$ cat src/rtl/xs3_pkg.sv
// Shared constants and FSM state type for the Excess-3 receive path.
package xs3_pkg;

  localparam logic [3:0] XS3_OFFSET  = 4'd3;
  localparam logic [3:0] XS3_MIN     = 4'd3;
  localparam logic [3:0] XS3_MAX     = 4'd12;
  localparam logic [3:0] BCD_INVALID = 4'hF;

  typedef enum logic {
    COLLECT = 1'b0,
    HOLD    = 1'b1
  } state_e;

endpackage

$ cat src/rtl/xs3_digit_decode.sv
// Combinational Excess-3 to BCD digit decoder; inverse of the BCD to Excess-3 encoder.
module xs3_digit_decode
  import xs3_pkg::*;
(
  input  logic [3:0] in_code,
  output logic [3:0] bcd,
  output logic       illegal
);

  always_comb begin
    illegal = (in_code < XS3_MIN) || (in_code > XS3_MAX);
    bcd     = illegal ? BCD_INVALID : (in_code - XS3_OFFSET);
  end

endmodule

$ cat src/rtl/xs3_to_bcd_packer.sv
// Packs a stream of Excess-3 digits into DIGITS-wide packed-BCD words with a sticky error flag.
module xs3_to_bcd_packer
  import xs3_pkg::*;
#(
  parameter int unsigned DIGITS = 4
) (
  input  logic                         clk,
  input  logic                         rst_n,
  input  logic                         in_valid,
  output logic                         in_ready,
  input  logic [3:0]                   in_code,
  input  logic                         in_last,
  output logic                         out_valid,
  input  logic                         out_ready,
  output logic [4*DIGITS-1:0]          out_bcd,
  output logic [$clog2(DIGITS+1)-1:0]  out_count,
  output logic                         out_err
);

  localparam int unsigned CW = $clog2(DIGITS + 1);
  localparam logic [CW-1:0] LAST_SLOT = CW'(DIGITS - 1);

  state_e                state_q, state_d;
  logic [CW-1:0]         slot_q, slot_d;
  logic [4*DIGITS-1:0]   bcd_q, bcd_d;
  logic [CW-1:0]         count_q, count_d;
  logic                  err_q, err_d;

  logic [3:0]            dec_bcd;
  logic                  dec_illegal;
  logic                  accept;

  xs3_digit_decode u_decode (
    .in_code (in_code),
    .bcd     (dec_bcd),
    .illegal (dec_illegal)
  );

  always_ff @(posedge clk or negedge rst_n) begin
    if (!rst_n) begin
      state_q <= COLLECT;
    end else begin
      state_q <= state_d;
    end
  end

  always_ff @(posedge clk or negedge rst_n) begin
    if (!rst_n) begin
      slot_q  <= '0;
      bcd_q   <= '0;
      count_q <= '0;
      err_q   <= 1'b0;
    end else begin
      slot_q  <= slot_d;
      bcd_q   <= bcd_d;
      count_q <= count_d;
      err_q   <= err_d;
    end
  end

  assign accept = in_valid && in_ready;

  always_comb begin
    state_d = state_q;
    slot_d  = slot_q;
    bcd_d   = bcd_q;
    count_d = count_q;
    err_d   = err_q;
    unique case (state_q)
      COLLECT: begin
        if (accept) begin
          for (int unsigned i = 0; i < DIGITS; i++) begin
            if (slot_q == CW'(i)) bcd_d[4*i +: 4] = dec_bcd;
          end
          count_d = slot_q + CW'(1);
          err_d   = err_q | dec_illegal;
          if (slot_q == LAST_SLOT || in_last) begin
            state_d = HOLD;
          end else begin
            slot_d = slot_q + CW'(1);
          end
        end
      end
      HOLD: begin
        // Clearing on the handshake edge lets the next word start from empty slots.
        if (out_ready) begin
          state_d = COLLECT;
          slot_d  = '0;
          bcd_d   = '0;
          count_d = '0;
          err_d   = 1'b0;
        end
      end
      default: state_d = COLLECT;
    endcase
  end

  // in_ready is held low during reset even though the state register already reads COLLECT.
  always_comb begin
    in_ready  = rst_n && (state_q == COLLECT);
    out_valid = (state_q == HOLD);
  end

  assign out_bcd   = bcd_q;
  assign out_count = count_q;
  assign out_err   = err_q;

endmodule

$ cat config.mk
export PLATFORM = sky130hd
export DESIGN_NAME = xs3_to_bcd_packer
export DESIGN_NICKNAME = d
export VERILOG_FILES = /design/src/rtl/xs3_pkg.sv /design/src/rtl/xs3_digit_decode.sv /design/src/rtl/xs3_to_bcd_packer.sv
export SDC_FILE = /design/constraint.sdc
export NUM_CORES = 1
export LEC_CHECK = 0
export ABC_AREA = 1
export CAP_MARGIN = 10
export CORE_MARGIN = 5
export CORE_UTILIZATION = 25
export DETAILED_ROUTE_END_ITERATION = 16
export PLACE_DENSITY = 0.45
export SLEW_MARGIN = 20
export SYNTH_ARGS = -nofsm -noshare
export SYNTH_HDL_FRONTEND = slang
export SYNTH_SLANG_ARGS = --single-unit
$ cat constraint.sdc
create_clock -name clk -period 2.2 [get_ports clk]
set_input_delay 0.66 -clock clk [delete_from_list [all_inputs] [get_ports clk]]
set_output_delay 0.66 -clock clk [all_outputs]
set_load 0.005 [all_outputs]
# [Yosys cells after proc, flatten, opt, wreduce, memory -nomap -nowiden]
# Cells that the tools add are included.
[op_classes] add_sub_neg=2 order_cmp=2 n_eq_ne=10 n_mux=21 bitwise_logic=2 reduce_logical=11
[op_table] operator="$mux 16" count=2
[op_table] operator="$pmux 16 s2" count=1
[op_table] operator="$mux 4" count=5
[op_table] operator="$reduce_and 3->1" count=5
[op_table] operator="$ne 2x2->1 const B" count=7
[op_table] operator="$mux 3" count=4
[op_table] operator="$pmux 3 s2" count=2
[op_table] operator="$eq 3x2->1 const B" count=2
[op_table] operator="$mux 1" count=5
[op_table] operator="$gt 4x4->1 const B" count=1
[op_table] operator="$lt 4x2->1 const B" count=1
[op_table] operator="$pmux 1 s2" count=2
[op_table] operator="$sub 4x2->4 const B" count=1
[op_table] operator="$add 3x1->3 const B" count=1
[op_table] operator="$eq 3x1->1 const B" count=1
[op_table] operator="$logic_not 3->1" count=1
[op_table] operator="$logic_and 1x1->1" count=2
[op_table] operator="$logic_or 1x1->1" count=2
[op_table] operator="$reduce_and 2->1" count=1
[op_table] operator="$not 1->1" count=1
[op_table] operator="$or 1x1->1" count=1
[word_totals] ff_bits=24 inputBits=9 out_inout_bits=22 wordCells=56

# [Logic depth before layout (Yosys ltp)]
[logic_depth] ltp_word=6 ltp_mapped=9 ltp_nobuf=9

# [Modules after synthesis]
# From an unflattened synthesis, not the netlist that was laid out.
[hier_totals] cells_unflattened=164 hier_area_um2=1293.7
[modules_own_cells] mod="xs3_to_bcd_packer" instances=1 cells_per_inst=140 area_per_inst_um2=1176.1 seq_area_each_um2=600.6
[modules_own_cells] mod="xs3_digit_decode" instances=1 cells_per_inst=24 area_per_inst_um2=117.6 seq_area_each_um2=0.0

# [Least setup slack after synthesis]
# OpenSTA, ideal clock, no wires.
[synth_path] path_kind="input port to output port" from="input rst_n" to="output in_ready" arrival_ps=776 required_time_ps=1540 setup_slack_ps=764 cell_stages=2 path_buffers=0 path_cell_list="inv_1 nor2_1"
[synth_via] elab_chain_cells=1
[synth_lines] element="start: declaration" line_no="xs3_to_bcd_packer.sv:8" rtl="input logic rst_n,"
[synth_lines] element="$logic_and 1x1->1" line_no="xs3_to_bcd_packer.sv:100" rtl="in_ready = rst_n && (state_q == COLLECT);"
[synth_lines] element="end: declaration" line_no="xs3_to_bcd_packer.sv:10" rtl="output logic in_ready,"
# No other way between the ends.

# [Final worst setup path]
# Ends and elaborated chain as after synthesis.

==> implementation parameters <==
Parameter                              Value

Floorplan
  Floorplan Core Area ... about 0.0048 mm²
  Total die area ... 0.00654 mm²
  Die Ht ... roughly 81 µm
  Number of rows in the core area ... 25
  Starting Density ... 0.262
  Die span in x ... 80.9 µm
  Top-Level Pins ... 31

Synth
  Cell area after technology mapping ... between 0.001 and 0.0015 mm²
  Share of the yosys chip area belonging to registers ... 0.479
  Yosys warning count ... 0
  Gate Count Post-Synth ... about 150
  Average cell area after synthesis ... 8.48 µm²
  Flops & latches, synth ... 24
  Synth cell types ... 18
  Syn_nets ... roughly 160

Clock network
  Post-CTS repair timing setup buffer count ... 0
  H-tree levels ... 1
  Insertion delay to the later sink of the worst-skew pair ... around 0.26 ns
  Post-CTS resize count ... 2
  Clock sink total ... 24
  Buffer cell driving the clock tree root ... sky130_fd_sc_hd__clkbuf_8
  Clock tree from TritonCTS ... done
  Clock Pin Slew Worst Setup and Hold Paths ... roughly 0.09 ns
  CTS buffer count ... 3
  Number of hold buffers added after cts ... 0
  Deepest clock path buffer count ... 2

Worst setup path
  Arrival time at the worst endpoint ... approximately 1.4 ns
  Worst Setup SP ... rst_n
  Critical path data required time ... 1.54 ns
  Origin of the critical flop-to-flop path ... slot_q[0]
  Crit path kind ... in2out
  Sort of element at the end of the critical path ... primary output
  Crit path max fanout ... 2
  Critical path startpoint category ... primary input

Route
  Mean routed wirelength per cell ... between 10 and 15 µm
  Vias ... between 1,000 and 1,500
  DRT Wirelength ... around 2.9 mm
  Post-route DRC violation count ... 0
  Count of nets left with antenna violations after detail routing ... 0
  Initial DRC count ... 42
  Number of vias per cell after detailed routing ... 4.08
  DR pass1 iterations ... 4

Status
  Result of the run ... finished, final reports clean

Timing
  Count of endpoints failing setup in the final report ... 0
  Sum Neg Setup Slack ... 0 ns
  Final worst path period need ... approximately 2 ns
  Worst slew slack as a fraction of its limit ... 0.768
  Worst Tran Pin Value ... ~0.35 ns
  Number of max-slew violations in the final report ... 0
  Final count of hold timing violations ... 0
  Unrepaired setup endpoints after global routing ... false
  Final clock period utilization by the worst path ... 0.936
  Skew final ... a little under 0.008 ns
  Crit path setup slack, layout ... around 0.14 ns
  Maximum clock rate ... between 400 and 500 MHz

Place
  Weighted congestion at the end of routability-driven global placement ... around 0.74
  Placed Instance Area ... around 0.0016 mm²
  Minimum setup slack after placement ... -0.276 ns
  Buffers added on ports ... 30
  Final HPWL from detailed placement ... roughly 2.2 mm

Layout
  Layout cells sized above 1 ... 0.120
  Total number of nets in the final design ... 200
  Antenna cells ... 0
  Synth-to-layout area growth ... 35.4%
  Finished Cell Area ... approximately 0.0017 mm²
  Fin util ... 0.355

Global routing
  Initial antenna violation count ... 0
  Largest net degree at the start of global routing ... 26
  Number of global-route vias before repair ... around 1,100
  Total gr overflow ... 0
  First-pass GRT wire length ... 4.92 mm
  GRT Util Overall ... 0.0944

Power and ir drop
  Power Dens Cells ... 1100 mW/mm²
  Static leakage ... 0.840 nW
  Worst voltage drop across the vdd grid ... approximately 0.33 mV

Min path
  Kind of path behind the tightest hold check ... in2async

Flow run
  Max cap viols ... 0
[power by group]
group / internal [mW] / total, mW / switching (mW)
clock: 0.160 / 0.299 / 0.139
sequential: 0.627 / 0.750 / 0.123
combinational: 0.451 / 0.818 / 0.368
total: 1.24 / 1.87 / 0.629
[logic make-up (layout without fill, tap and decap cells)]
logic type,count (synthesis),after routing,synth area share
and+or+nand+nor,92,92,0.353
AOI/OAI and AO/OA,7,7,0.0379
buffers and inverters,17,52,0.0538
xor gates and xnor gates,1,1,0.00698
adders and majority gates,7,7,0.0698
DFF,24,24,0.479
[layer usage]
| metal | track usage | vias to the layer above | routed length [µm] |
|---|---|---|---|
| met5 | 0 | - | 0 |
| met4 | 0.0152 | 0 | 7 |
| met3 | 0.0222 | 2 | 193 |
| met2 | 0.151 | 26 | 1240 |
| met1 | 0.132 | 463 | 1460 |
| li1 | - | 529 | - |
[Yosys cell counts, drive strengths merged]
cell type | instances | area [µm²]
buf | 1 | 5.00
dfrtp | 24 | 601
ha | 7 | 87.6
inv | 16 | 62.6
nand2 | 59 | 234
nand3 | 20 | 113
nor2 | 12 | 90.1
o21ai | 6 | 41.3
o22ai | 1 | 6.26
or2 | 1 | 6.26
xor2 | 1 | 8.76
[through the flow]
| stage | cells | power [mW] | hold WS (ns) |
|---|---|---|---|
| finish | 250 | 1.87 | 0.434 |
| global route | 250 | 2.03 | 0.465 |
| CTS | 250 | 1.91 | 0.496 |
| detailed placement | 246 | 1.60 | 0.473 |
| global placement | 246 | 1.58 | 0.469 |
| floorplan | 148 | 1.12 | 0.364 |
[state kept, by name, summed over array words and instances, names as in the netlist]
| name | flops |
|---|---|
| slot_q | 3 |
| out_err | 1 |
| out_bcd | 16 |
| out_valid | 1 |
| out_count | 3 |
[cell type report]
class	instances	area (µm²)
Timing Repair Buffer	32	310
Fill cell	499	3090
Sequential cell	24	601
Clock buffer	4	55.1
Multi-Input combinational cell	107	587
Inverter	16	62.6
Tap cell	67	83.8
[worst max-delay path: stages]
cell and delay [ns]:
sky130_fd_sc_hd__clkbuf_2 0.11, sky130_fd_sc_hd__inv_1 0.04, sky130_fd_sc_hd__nor2_1 0.08, sky130_fd_sc_hd__clkdlybuf4s50_1 0.51
[path summary, 6_finish.rpt]
check | depth (start not counted) | end | slack, ns
worst max-delay path | 4 | in_ready | 0.14
worst min-delay path | 2 | out_bcd[7] | 0.43
worst max register to register | 6 | slot_q[2] | 0.76
worst min register to register | 2 | out_bcd[7] | 0.49
max in group asynchronous | 2 | out_bcd[12] | 1.50
min in group clk | 2 | out_bcd[7] | 0.49
[placed cells by master (no fill, tap or decap)]
cell type	n
sky130_fd_sc_hd__ha_1	7
sky130_fd_sc_hd__xor2_1	1
sky130_fd_sc_hd__nand2_4	1
sky130_fd_sc_hd__inv_4	1
sky130_fd_sc_hd__clkbuf_2	1
sky130_fd_sc_hd__or2_1	1
sky130_fd_sc_hd__o22ai_1	1
sky130_fd_sc_hd__inv_2	3
sky130_fd_sc_hd__o21ai_4	1
sky130_fd_sc_hd__nor2_1	6
sky130_fd_sc_hd__clkbuf_8	4
sky130_fd_sc_hd__inv_1	12
sky130_fd_sc_hd__buf_4	2
sky130_fd_sc_hd__o21ai_1	5
sky130_fd_sc_hd__nand3_4	1
sky130_fd_sc_hd__nand3_1	19
sky130_fd_sc_hd__nor2_4	6
sky130_fd_sc_hd__dfrtp_1	24
sky130_fd_sc_hd__nand2_2	2
sky130_fd_sc_hd__nand2_1	56
sky130_fd_sc_hd__clkdlybuf4s50_1	29
(Power assumes the default switching activity.)
